===== src/rtl/ifetch_unit_pkg.sv =====
// Shared constants for the instruction fetch stage.
// Also used by the next-PC logic and the testbench.
package ifetch_unit_pkg;

  localparam logic [1:0] IFU_BOOT  = 2'd0;
  localparam logic [1:0] IFU_FETCH = 2'd1;
  localparam logic [1:0] IFU_VALID = 2'd2;
  localparam logic [1:0] IFU_FAULT = 2'd3;

  localparam logic [31:0] IFU_RESET_PC = 32'h0000_3000;

endpackage


===== src/rtl/ifetch_unit_if.sv =====
// Fetch-stage bus: instruction-memory handshake plus the datapath/next-PC side.
// master = fetch unit, slave = memory/datapath environment.
interface ifetch_unit_if;

  logic        imem_req;
  logic [29:0] imem_addr;
  logic        imem_ack;
  logic [31:0] imem_rdata;
  logic        imem_err;
  logic [29:0] pc;
  logic [31:0] ir;
  logic        ir_valid;
  logic        ir_ready;
  logic [29:0] npc;

  modport master (
    output imem_req, imem_addr, pc, ir, ir_valid,
    input  imem_ack, imem_rdata, imem_err, ir_ready, npc
  );

  modport slave (
    input  imem_req, imem_addr, pc, ir, ir_valid,
    output imem_ack, imem_rdata, imem_err, ir_ready, npc
  );

endinterface


===== src/rtl/ifetch_unit_wait_timer.sv =====
// Counts FETCH cycles spent waiting for imem_ack; expired_o flags the last allowed cycle.
// TIMEOUT = 0 disables expiry.
module ifu_wait_timer #(
  parameter int unsigned TIMEOUT = 16
) (
  input  logic clk,
  input  logic rst_n,
  input  logic clr_i,
  input  logic en_i,
  output logic expired_o
);

  localparam int unsigned W = (TIMEOUT > 0) ? $clog2(TIMEOUT + 1) : 1;
  localparam logic [W-1:0] LAST = W'((TIMEOUT > 0) ? TIMEOUT - 1 : 0);

  logic [W-1:0] wait_cnt_q, wait_cnt_d;

  always_comb begin
    wait_cnt_d = wait_cnt_q;
    if (clr_i)     wait_cnt_d = '0;
    else if (en_i) wait_cnt_d = wait_cnt_q + 1'b1;
  end

  always_ff @(posedge clk) begin
    if (!rst_n) wait_cnt_q <= '0;
    else        wait_cnt_q <= wait_cnt_d;
  end

  assign expired_o = (TIMEOUT != 0) && (wait_cnt_q == LAST);

endmodule


===== src/rtl/ifetch_unit.sv =====
// Instruction fetch stage: PC/IR registers, imem req/ack handshake with timeout,
// sticky fault and retired-instruction counter.
//   state | meaning
//   BOOT  | one idle cycle after reset
//   FETCH | imem_req high, waiting for ack
//   VALID | ir/pc hold an unretired instruction
//   FAULT | bus error or timeout; only reset exits
module ifetch_unit
  import ifetch_unit_pkg::*;
#(
  parameter logic [31:0] RESET_PC = IFU_RESET_PC,
  parameter int unsigned TIMEOUT  = 16,
  parameter int unsigned CNT_W    = 32
) (
  input  logic               clk,
  input  logic               rst_n,
  ifetch_unit_if.master      bus,
  output logic               fault,
  output logic [CNT_W-1:0]   instr_cnt
);

  logic [1:0]       state_q, state_d;
  logic [29:0]      pc_q, pc_d;
  logic [31:0]      ir_q, ir_d;
  logic             fault_q, fault_d;
  logic [CNT_W-1:0] cnt_q, cnt_d;
  logic             expired;

  // Counter clears outside FETCH so every FETCH entry starts from zero.
  ifu_wait_timer #(.TIMEOUT(TIMEOUT)) u_timer (
    .clk       (clk),
    .rst_n     (rst_n),
    .clr_i     ((state_q != IFU_FETCH) || bus.imem_ack),
    .en_i      (state_q == IFU_FETCH),
    .expired_o (expired)
  );

  always_comb begin
    state_d = state_q;
    pc_d    = pc_q;
    ir_d    = ir_q;
    fault_d = fault_q;
    cnt_d   = cnt_q;
    case (state_q)
      IFU_BOOT: state_d = IFU_FETCH;
      IFU_FETCH: begin
        if (bus.imem_ack && bus.imem_err) begin
          fault_d = 1'b1;
          state_d = IFU_FAULT;
        end else if (bus.imem_ack) begin
          ir_d    = bus.imem_rdata;
          state_d = IFU_VALID;
        end else if (expired) begin
          fault_d = 1'b1;
          state_d = IFU_FAULT;
        end
      end
      IFU_VALID: begin
        if (bus.ir_ready) begin
          pc_d    = bus.npc;
          cnt_d   = cnt_q + 1'b1;
          state_d = IFU_FETCH;
        end
      end
      default: state_d = IFU_FAULT;
    endcase
  end

  always_ff @(posedge clk) begin
    if (!rst_n) begin
      state_q <= IFU_BOOT;
      pc_q    <= RESET_PC[31:2];
      ir_q    <= '0;
      fault_q <= 1'b0;
      cnt_q   <= '0;
    end else begin
      state_q <= state_d;
      pc_q    <= pc_d;
      ir_q    <= ir_d;
      fault_q <= fault_d;
      cnt_q   <= cnt_d;
    end
  end

  assign bus.imem_req  = (state_q == IFU_FETCH);
  assign bus.imem_addr = pc_q;
  assign bus.pc        = pc_q;
  assign bus.ir        = ir_q;
  assign bus.ir_valid  = (state_q == IFU_VALID);
  assign fault         = fault_q;
  assign instr_cnt     = cnt_q;

endmodule

===== src/flat_wrapper.sv =====
// flat-port wrapper written by rule: the top's interface ports become plain ports
module ifetch_unit_flat import ifetch_unit_pkg::*;
#(
  parameter logic [31:0] RESET_PC = IFU_RESET_PC,
  parameter int unsigned TIMEOUT  = 16,
  parameter int unsigned CNT_W    = 32
)
  (clk, rst_n, fault, instr_cnt, bus_imem_req, bus_imem_addr, bus_pc, bus_ir, bus_ir_valid, bus_imem_ack, bus_imem_rdata, bus_imem_err, bus_ir_ready, bus_npc);
  ifetch_unit_if bus_i ();
  input  logic clk;
  input  logic rst_n;
  output logic fault;
  output logic [CNT_W-1:0] instr_cnt;
  output wire logic [$bits(bus_i.imem_req)-1:0] bus_imem_req;
  output wire logic [$bits(bus_i.imem_addr)-1:0] bus_imem_addr;
  output wire logic [$bits(bus_i.pc)-1:0] bus_pc;
  output wire logic [$bits(bus_i.ir)-1:0] bus_ir;
  output wire logic [$bits(bus_i.ir_valid)-1:0] bus_ir_valid;
  input wire logic [$bits(bus_i.imem_ack)-1:0] bus_imem_ack;
  input wire logic [$bits(bus_i.imem_rdata)-1:0] bus_imem_rdata;
  input wire logic [$bits(bus_i.imem_err)-1:0] bus_imem_err;
  input wire logic [$bits(bus_i.ir_ready)-1:0] bus_ir_ready;
  input wire logic [$bits(bus_i.npc)-1:0] bus_npc;
  assign bus_imem_req = bus_i.imem_req;
  assign bus_imem_addr = bus_i.imem_addr;
  assign bus_pc = bus_i.pc;
  assign bus_ir = bus_i.ir;
  assign bus_ir_valid = bus_i.ir_valid;
  assign bus_i.imem_ack = bus_imem_ack;
  assign bus_i.imem_rdata = bus_imem_rdata;
  assign bus_i.imem_err = bus_imem_err;
  assign bus_i.ir_ready = bus_ir_ready;
  assign bus_i.npc = bus_npc;
  ifetch_unit #(.RESET_PC(RESET_PC), .TIMEOUT(TIMEOUT), .CNT_W(CNT_W)) u_core (.clk(clk), .rst_n(rst_n), .bus(bus_i), .fault(fault), .instr_cnt(instr_cnt));
endmodule

===== config.mk =====
export PLATFORM = sky130hd
export DESIGN_NAME = ifetch_unit_flat
export DESIGN_NICKNAME = d
export VERILOG_FILES = /design/src/rtl/ifetch_unit_pkg.sv /design/src/rtl/ifetch_unit_if.sv /design/src/rtl/ifetch_unit_wait_timer.sv /design/src/rtl/ifetch_unit.sv /design/src/flat_wrapper.sv
export SDC_FILE = /design/constraint.sdc
export NUM_CORES = 1
export LEC_CHECK = 0
export BUFFER_PORTS_ARGS = -buffer_cell sky130_fd_sc_hd__buf_2
export CAP_MARGIN = 20
export CELL_PAD_IN_SITES_DETAIL_PLACEMENT = 1
export CELL_PAD_IN_SITES_GLOBAL_PLACEMENT = 1
export CORE_MARGIN = 2
export CORE_UTILIZATION = 34
export CTS_BUF_LIST = sky130_fd_sc_hd__clkbuf_8
export CTS_CLUSTER_SIZE = 30
export DETAILED_ROUTE_END_ITERATION = 16
export PLACE_DENSITY_LB_ADDON = 0.1
export SLEW_MARGIN = 0
export SYNTH_ARGS = -nofsm -noshare
export SYNTH_HDL_FRONTEND = slang
export SYNTH_SLANG_ARGS = --single-unit
export TNS_END_PERCENT = 50

===== constraint.sdc =====
create_clock -name clk -period 2.4 [get_ports clk]
set_input_delay 0.48 -clock clk [delete_from_list [all_inputs] [get_ports clk]]
set_output_delay 0.48 -clock clk [all_outputs]
set_load 0.1 [all_outputs]

# Yosys cells after proc, flatten, opt, wreduce, memory -nomap -nowiden
# Cells that the tools add are included.
[word_totals]
inputBits = 67
wordCells = 34
out_inout_bits = 127
regBits = 102
[classes]
n_addsub = 2
bitwise = 2
n_mux = 8
n_eq_ne = 7
n_reduce_logical = 9
[ops]
columns = ["operator", "n"]
rows = [
  ["adder 32 x 1 -> 32 bit (second input constant)", 1],
  ["two-way mux 2 bit", 4],
  ["!= test 2 x 1 -> 1 bit (second input constant)", 3],
  ["one-hot mux 2 bit (3 select lines)", 1],
  ["AND reduction 3 bit", 2],
  ["adder 5 x 1 -> 5 bit (second input constant)", 1],
  ["== test 5 x 4 -> 1 bit (second input constant)", 1],
  ["!= test 4 x 1 -> 1 bit (second input constant)", 1],
  ["AND reduction 2 bit", 2],
  ["two-way mux 1 bit", 3],
  ["== test 2 x 1 -> 1 bit (second input constant)", 1],
  ["== test 2 bit (second input constant)", 1],
  ["logical NOT 2 bit", 1],
  ["inverter 1 bit", 2],
  ["nonzero test 2 bit", 1],
  ["OR reduction 2 bit", 1],
  ["logical AND 1 bit", 1],
  ["logical OR 1 bit", 1],
]

# Longest topological paths before layout
# Gate-level depths: netlist (run 1).
[depth]
word_depth = 5
ltp_mapped = 7

# Cells and area by module
# From an unflattened synthesis (run 1), not the netlist that was laid out.
[hier_totals]
hier_cells = 525
hier_area_um2 = 4312.9
[by_module_without_submodules]
columns = ["module", "cells_per_inst", "area_each_um2", "instances"]
rows = [
  ["ifetch_unit", 501, 4073.9, 1],
  ["ifu_wait_timer", 24, 239.0, 1],
]

# Least setup slack after synthesis (run 1)
# Ideal clock, no wire load.
[synth_path]
path_kind = "reg-to-reg"
startpoint = "reg u_core.state_q[0]"
endpoint = "reg u_core.state_q[0]"
period_less_slack_ps = 2920
stages_incl_launch_ff = 6
setup_time_ps = 197
arrival_time_ps = 2723
slack_ps = -520
path_buffers = 2
path_cell_list = "dfxtp_1 nor2b_1 and3b_1 clkbuf_1 clkbuf_1 a211oi_1"
[synth_via]
elab_chain_cells = 3
word_cells_on_any_way = 7
cone_classes = "eq/ne (4); mux (1); reduce/logical (2)"
[synth_rtl]
columns = ["element", "line", "text"]
rows = [
  ["from (decl)", "ifetch_unit.sv:22", "logic [1:0] state_q, state_d;"],
  ["from (signal assigned)", "ifetch_unit.sv:77", "state_q <= state_d;"],
  ["== test 2 x 1 -> 1 bit *", "n/a", ""],
  ["named net bus_imem_req", "flat_wrapper.sv:14", "output wire logic [$bits(bus_i.imem_req)-1:0] bus_imem_req;"],
  ["!= test 4 x 1 -> 1 bit (no line)", "n/a", ""],
  ["AND reduction 2 bit (no line)", "n/a", ""],
]
# The timed path passes the listed nets; every way through them passes the cells marked *.
# A chain may end at the register's enable or synchronous reset.

# Final worst setup path (run 1)
[layout_path]
startpoint = "reg u_core.state_q[0]"
endpoint = "out bus_imem_req"
[layout_via]
elab_chain_cells = 1
[layout_rtl]
columns = ["element", "line", "text"]
rows = [
  ["== test 2 x 1 -> 1 bit", "ifetch_unit.sv:85", "assign bus.imem_req = (state_q == IFU_FETCH);"],
  ["to (decl)", "flat_wrapper.sv:14", ""],
]
# No other way between the ends.

==> run metrics, run 1 <==
Clock power frac a little under a third; asr flop ratio synth 0%; Final Hold Viols 0; r2r worst-path depth 5; I/O Pins between 150 and 200; maximum VDD drop 0.404 mV; DR pass1 iterations 4; crit-path max FO 8; post-route ant nets 0; Die Wd 115 µm; die area 0.0131 mm²; Worst Setup Slack post-DPL 0.315 ns; power density over cell area 632 mW/mm²; Area Overhead vs Synth 25.6%; final setup margin 0.314 ns; vias in the first global route ~3900; largest net degree at the start of global routing 54; cell area after layout between 0.005 and 0.006 mm²; RR Startpoint u_core.instr_cnt[7]; fraction of layout instances using a drive strength above 1 33.0%; share of the synthesized area in the top cell type 49.0%; switch share 31.7%; Final min period 2.09 ns; FF-to-FF End u_core.instr_cnt[21]; top post-synthesis cells by area dfxtp_1 49%, nand2_1 12%, a21oi_1 9.7%; switching power between 0.001 and 0.0015 W; CORE AREA 0.0120 mm²; later-pin clock latency in the skew report 0.38 ns; clock sink count 102; initial antenna violation count 0; worst slew pin tran around 0.52 ns; register area share after synthesis roughly half; routed len/inst 14.9 µm; cts hold-fix bufs 0; HPWL after DPL 8900 µm; FF-to-FF setup slack 0.32 ns; total CTS buffers 9; count leader, synth nand2_1; leading area contributor after synthesis dfxtp_1; # DRC 0; Crit. End Element output pin; # setup viols final 0; Die Span Y 115 µm; CTS tree built; Post-CTS Setup Bufs 0; Fmax about 0.48 GHz; GRT Total Usage 18.5%; Mapped Area around 0.0042 mm²; Lkg Pwr 2.30 nW; Critical Path Sink bus_imem_req; Remaining Overflow, GRT 0; overall power between 0.003 and 0.004 W; Critical Path AT between 1.5 and 2 ns; Top FF cell, synth dfxtp_1; syn nets 583; total internal power 0.00226 W; sequential share of power 52.8%; Syn Inst Count 513; Clk pin slew, worst setup/hold paths 0.10 ns; Diodes inserted 0; relative slew slack 65.5%; Logic pwr share 15.7%; final wirelength 12200 µm; final slew viol count 0; status complete, no violations; final period utilization 86.9%; Worst Skew 0.00688 ns; yosys warns 0; Port Buffers 193; number of enable flip-flop cells after synthesis 0; CTS H-tree lvls 3; post-placement cell area 0.00505 mm²; global-route wire length before repair 19100 µm; drt via density 4.94; worst hold path type primary input to flop; DRT iter0 DRCs 145; num rows 40; top cells by count, synth 138 x nand2_1, 102 x dfxtp_1, 81 x a21oi_1; Yosys cell types 33; RSZ-0062 raised after global routing no; Crit Path Class flop to output pin; vias after detailed routing 4035; post-CTS sizing 0; max-cap violations 0; CTS max path bufs 2; Worst EP required 1.92 ns; flops & latches, synth 102; Worst Setup SP u_core.state_q[0]; fillcell total 1534; Worst Setup Start Kind flop; GP Congestion 0.754; clock root buffer clkbuf_8; initial cell density of the core 34.8%; net count reported at finish 735; Synth Area per Inst 8.12 µm²
## per-layer routing
metal	vias to the layer above	GRT usage (%)	share of wire, %
li1	1998	-	-
met1	1907	21.7	42
met2	117	30.5	48
met3	13	7.46	8.2
met4	0	6.91	1.7
met5	-	0	0
## flip-flops by register name, summed over array words and instances, names as in the netlist
register,cells
u_core.u_timer.wait_cnt_q,5
u_core.bus.ir,32
u_core.instr_cnt,32
u_core.state_q,2
u_core.fault,1
u_core.bus.imem_addr,30
## logic make-up (layout without fill, tap and decap cells)
family / after synthesis / after routing / synth area share (%)
adder cells (fa/ha/maj): 3 / 3 / 0.902
AND/OR/NAND/NOR: 220 / 220 / 24.2
flip-flops: 102 / 102 / 49.0
multiplexers: 4 / 4 / 0.992
buffers and inverters: 70 / 227 / 9.22
XOR/XNOR: 13 / 13 / 2.73
AO/OA/AOI/OAI: 101 / 101 / 12.9
## worst min path at each step
stage	from	slack, ns	cells past startpoint	endpoint
finish	bus_npc[10]	0.29	3	u_core.bus.imem_addr[10]
global route	bus_npc[10]	0.29	3	u_core.bus.imem_addr[10]
CTS	bus_npc[10]	0.26	3	u_core.bus.imem_addr[10]
detailed placement	u_core.u_timer.wait_cnt_q[0]	0.44	1	u_core.u_timer.wait_cnt_q[0]
global placement	u_core.u_timer.wait_cnt_q[0]	0.43	1	u_core.u_timer.wait_cnt_q[0]
floorplan	u_core.u_timer.wait_cnt_q[0]	0.42	1	u_core.u_timer.wait_cnt_q[0]
## layout by cell type (no fill, tap or decap), types with 3 or more instances in the layout
cell	n
a21oi_1	81
and4_1	3
buf_2	193
buf_4	8
clkbuf_8	11
dfxtp_1	102
ha_1	3
inv_1	8
mux2i_1	3
nand2_1	138
nand2b_1	3
nand3_1	14
nand3b_1	3
nand4_1	8
nor2_1	16
nor4_1	5
o21ai_0	8
o31ai_1	11
or3_1	6
or4_1	13
xnor2_1	9
xor2_1	4
## stage by stage
| step | setup TNS (ns) | utilization, % | cells | hold WS, ns |
|---|---|---|---|---|
| after floorplan | -3.61 | - | 513 | 0.418 |
| after global placement | 0 | 42.2 | 801 | 0.430 |
| after detailed placement | 0 | 42.2 | 801 | 0.439 |
| after CTS | 0 | 43.7 | 817 | 0.264 |
| after global routing | 0 | 43.7 | 817 | 0.287 |
| final | 0 | 43.7 | 817 | 0.293 |
## power by group through the flow
stage,combinational (W),clock (W),sequential (W)
after global routing,0.000548,0.00115,0.00175
after global placement,0.000520,0,0.00178
after detailed placement,0.000525,0,0.00179
after floorplan,0.000201,0,0.00199
after CTS,0.000525,0.00110,0.00175
final,0.000520,0.00104,0.00175
## layout make-up
class	instances	area (µm²)	share of cell area [%]
Sequential cell	102	2040	39.0
Multi-Input combinational cell	341	1740	33.3
Timing Repair Buffer	202	1050	20.0
Tap cell	147	184	3.52
Clock buffer	11	151	2.89
Clock inverter	5	33.8	0.646
Inverter	9	33.8	0.646
## critical path, cell delays in order (launching register included)
cell	delay, ns
dfxtp_1	0.43
nor2b_2	0.31
buf_2	0.48
(Power assumes the default switching activity.)
==> run 2, diff against run 1 <==
- CORE_UTILIZATION: 34 -> 32
- CTS_BUF_LIST: sky130_fd_sc_hd__clkbuf_8 -> sky130_fd_sc_hd__clkbuf_8 sky130_fd_sc_hd__clkbuf_16
==> run 2 against run 1 <==
Against the previous run: worst hold slack improved by 0.050 ns; global-route usage decreased by 0.87 points; power increased by 21%; setup slack worse by 0.033 ns; routed wire length grew 0.66%; via count rose by 0.17%; core utilization shrank 0.78 points; final cell count is 3.1% higher; combinational power barely moved; count of clock-buffer cells in the layout decreased by 2; largest power group unchanged.
==> run metrics, run 2 (synthesis results as in run 1) <==
Crit. End Element flop; final wirelength 12300 µm; global-route wire length before repair 20000 µm; Critical Path Sink u_core.instr_cnt[27]; drt via density 4.80; DR pass1 iterations 4; fraction of layout instances using a drive strength above 1 33.0%; RR Startpoint u_core.instr_cnt[7]; final slew viol count 0; r2r worst-path depth 5; Worst Setup Start Kind flop; final period utilization 88.3%; Final TNS setup 0 ns; Area Overhead vs Synth 30.7%; Crit Path Class flop to flop; worst slew pin tran 0.536 ns; Worst EP required 2.68 ns; initial antenna violation count 0; FF-to-FF End u_core.instr_cnt[27]; Fmax 0.472 GHz; Lkg Pwr 2.38 nW; total CTS buffers 9; vias after detailed routing 4042; cell area after layout 0.00544 mm²; GRT Total Usage roughly 18%; Clk pin slew, worst setup/hold paths 0.07 ns; placed cells 826; DRT iter0 DRCs 141; crit-path max FO 24; vias in the first global route 4007; cts hold-fix bufs 0; RSZ-0062 raised after global routing no; post-placement cell area just over 0.005 mm²; FF-to-FF setup slack around 0.28 ns; post-route ant nets 0; power density over cell area roughly 730 mW/mm²; Die Wd 118 µm; # DRC 0; worst hold path type primary input to flop; die area approximately 0.014 mm²; largest net degree at the start of global routing 42; HPWL after DPL between 9000 and 10000 µm; later-pin clock latency in the skew report 0.34 ns; CTS max path bufs 2; leading cell types in the layout, fill and taps excluded 193 x buf_2, 138 x nand2_1, 102 x dfxtp_1, 81 x a21oi_1, 16 x nor2_1; clock root buffer clkbuf_16; maximum VDD drop 0.320 mV; Final Hold Viols 0; Worst Skew 0.00409 ns; Critical Path AT 2.40 ns; Diodes inserted 0; status complete, no violations; clock sink count 102; I/O Pins 194; num rows 41; CTS tree built; CORE AREA 0.0127 mm²; routed len/inst 14.6 µm; worst hold stages 3; Port Buffers between 150 and 200; Remaining Overflow, GRT 0; initial cell density of the core 32.9%; Worst Setup SP u_core.instr_cnt[7]; max-cap violations 0; GP Congestion 0.781; commonest non-fill, non-tap cell in the layout buf_2; Post-CTS Setup Bufs 0; # setup viols final 0; relative slew slack 64.1%; Finished Layout Cells around 840; net count reported at finish ~740; post-CTS sizing 0; CTS H-tree lvls 3; Final min period around 2.1 ns; Die Span Y between 100 and 150 µm
[run 2: report_power, final]
part	switching, W	total [W]	internal, W	leakage, nW
Combinational	0.000420	0.000523	0.000103	1.38
Sequential	0.0000217	0.00175	0.00172	0.825
Clock	0.000680	0.00172	0.00104	0.173
[run 2: metrics by stage]
step	total power (W)	setup WS, ns	hold slack (ns)	utilization, %
after floorplan	0.00219	-0.299	0.418	-
after global placement	0.00231	0.377	0.431	40.2
after detailed placement	0.00231	0.317	0.450	40.2
after CTS	0.00405	0.286	0.333	43.0
after global routing	0.00414	0.0979	0.347	43.0
final	0.00399	0.280	0.344	43.0
[run 2: critical path, cell delays in order, from the launching register on]
cell	delay [ns]
dfxtp_1	0.44
nand4_1	0.17
or4_1	0.54
buf_4	0.22
or4_1	0.53
a21oi_1	0.15
[run 2: worst min path at each step]
stage | end | startpoint | slack [ns]
4_1_cts | u_core.bus.imem_addr[10] | bus_npc[10] | 0.33
3_5_place_dp | u_core.bus.ir[13] | u_core.bus.ir[13] | 0.45
5_1_grt | u_core.bus.imem_addr[11] | bus_npc[11] | 0.35
3_3_place_gp | u_core.u_timer.wait_cnt_q[0] | u_core.u_timer.wait_cnt_q[0] | 0.43
2_1_floorplan | u_core.u_timer.wait_cnt_q[0] | u_core.u_timer.wait_cnt_q[0] | 0.42
6_report | u_core.bus.imem_addr[10] | bus_npc[10] | 0.34
[run 2: cell type report]
class / count / area (µm²)
inverters: 9 / 33.8
multi-input cells: 341 / 1740
well taps: 172 / 215
fillers: 1629 / 7230
repair buffers: 202 / 1060
flip-flops and latches: 102 / 2040
clock inverters: 7 / 128
clock buffers: 9 / 225
[run 2: metal layers]
layer  GRT usage [%]  up-vias  wire, µm
met5               0        -         0
met4            5.87        0       165
met3            5.52       10       908
met2            30.1      118      5930
met1            20.9     1913      5270
li1                -     2001         -
==> run 3, diff against run 2 <==
- GPL_TIMING_DRIVEN: unset -> 0
==> run 3 against run 2 <==
Against the previous run: worst hold slack improved by 0.013 ns; first-iteration DRC count rose by 22%; final cell count rose by 6.1%; register-to-register slack got worse by 0.096 ns; global-route usage rose by 1.5 points; sequential cell count did not move; critical path depth rose by 2; via count rose by 4.3%; fmax fell by 4.3%; design area rose by 3.7%; largest power group unchanged; critical endpoint is now u_core.instr_cnt[20]; count of clock-buffer cells in the layout rose by 2; routed wire length rose by 6.8%.
==> run metrics, run 3 (synthesis results as in run 1) <==
overall power around 0.0038 W; placed cells about 880; clock sink count 102; post-CTS sizing 0; Crit Path Class flop to flop; leading cell types in the layout, fill and taps excluded 193 x buf_2, 138 x nand2_1, 100 x dfxtp_1, 81 x a21oi_1, 30 x buf_4; Remaining Overflow, GRT 0; relative slew slack between 50% and 60%; largest net degree at the start of global routing 16; DR pass1 iterations 4; Critical Path AT between 2 and 2.5 ns; cts hold-fix bufs 0; Final min period 2.22 ns; Logic pwr share about 14%; later-pin clock latency in the skew report 0.35 ns; Worst EP required 2.62 ns; worst hold path type primary input to flop; DRT iter0 DRCs 172; num rows 41; crit-path max FO 10; maximum VDD drop 0.300 mV; # DRC 0; final slew viol count 0; Clk pin slew, worst setup/hold paths 0.07 ns; sequential share of power 46.3%; final period utilization 92.3%; drt via density 4.72; final setup margin 0.185 ns; post-route ant nets 0; vias in the first global route 4283; CP Cell Sequence nand4_1 -> or4_1 -> buf_2 -> buf_6 -> clkbuf_1 -> o31ai_1 -> a21oi_1; Worst Skew around 0.0082 ns; CORE AREA 0.0127 mm²; Port Buffers 192; CP bufs+invs 3; Post-CTS Setup Bufs 0; GRT Total Usage between 10% and 20%; Crit. End Element flop; Worst Setup Start Kind flop; crit-path max cell delay 0.56 ns; Clock power frac 39.5%; initial cell density of the core 32.9%; CTS max path bufs 2; Die Wd 118 µm; # setup viols final 0; worst slew pin tran 0.671 ns; routed len/inst 14.7 µm; Die Span Y about 120 µm; Area Overhead vs Synth 35.6%; CTS H-tree lvls 3; max-cap violations 0; status complete, no violations; total internal power between 0.002 and 0.003 W; CTS tree built; global-route wire length before repair 21700 µm; Finished Layout Cells 893; power density over cell area 669 mW/mm²; net count reported at finish 785; utilization after layout between 40% and 50%; total CTS buffers 9; initial antenna violation count 0; GP Congestion 0.763; Fmax 0.451 GHz; delay-heaviest family, CP simple AND/OR/NAND/NOR gates; Worst Setup Slack post-DPL -0.0681 ns; RSZ-0062 raised after global routing no; HPWL after DPL between 10000 and 15000 µm; die area 0.0139 mm²; slowest stage cell, crit path or4_1; vias after detailed routing 4217; Lkg Pwr around 2.5 nW; switch share 28.7%; Final Hold Viols 0; commonest non-fill, non-tap cell in the layout buf_2; final wirelength 13100 µm; switching power approximately 0.0011 W; fillcell total ~1600; fraction of layout instances using a drive strength above 1 between 30% and 40%; clock root buffer clkbuf_16; I/O Pins roughly 190; Final TNS setup 0 ns
-- run 3: cell types whose count changed in the layout (fill, tap and decap cells not counted), sizes merged --
cell	previous run	this run
buf	202	225
bufinv	3	1
clkbuf	9	38
clkinv	1	3
diode	0	1
inv	12	10
-- run 3: worst register-to-register path, stage by stage (launching register included) --
cell and delay, ns:
dfxtp_1 0.40, nand4_1 0.19, or4_1 0.56, buf_2 0.17
buf_6 0.14, clkbuf_1 0.22, o31ai_1 0.30, a21oi_1 0.09
-- run 3: final timing paths --
| kind | to | slack (ns) | cells after the start | startpoint |
|---|---|---|---|---|
| setup / recovery | u_core.instr_cnt[20] | 0.18 | 7 | u_core.instr_cnt[8] |
| hold reg to reg | u_core.bus.ir[27] | 0.45 | 2 | u_core.bus.ir[27] |
| hold / removal | u_core.bus.imem_addr[11] | 0.36 | 3 | bus_npc[11] |
| setup reg to reg | u_core.instr_cnt[20] | 0.18 | 7 | u_core.instr_cnt[8] |
-- run 3: metrics by stage --
step	hold slack, ns	instance area [µm²]
global placement	0.429	5340
detailed placement	0.447	5340
finish	0.356	5650
CTS	0.347	5640
global route	0.357	5640
floorplan	0.418	4170
-- run 3: layer usage --
layer	vias up	track usage (%)	routed length, µm
met5	-	0	0
met4	0	5.65	160
met2	119	32.1	6370
li1	2108	-	-
met3	12	5.62	886
met1	1978	23.6	5690
-- run 3: final cells by class --
| cell class | instances | area [µm²] | share of cell area [%] |
|---|---|---|---|
| diodes | 1 | 2.50 | 0.0443 |
| well taps | 172 | 215 | 3.81 |
| flip-flops and latches | 102 | 2040 | 36.2 |
| inverters | 9 | 33.8 | 0.598 |
| plain buffers | 60 | 347 | 6.14 |
| multi-input cells | 341 | 1740 | 30.8 |
| clock buffers | 11 | 253 | 4.48 |
| clock inverters | 5 | 48.8 | 0.864 |
| repair buffers | 192 | 961 | 17.0 |
-- run 3: power by group through the flow --
stage | clock, W | sequential, W | combinational [W]
after floorplan | 0 | 0.00199 | 0.000201
after global placement | 0 | 0.00178 | 0.000536
after detailed placement | 0 | 0.00179 | 0.000542
after CTS | 0.00154 | 0.00175 | 0.000544
after global routing | 0.00161 | 0.00175 | 0.000569
final | 0.00149 | 0.00175 | 0.000538
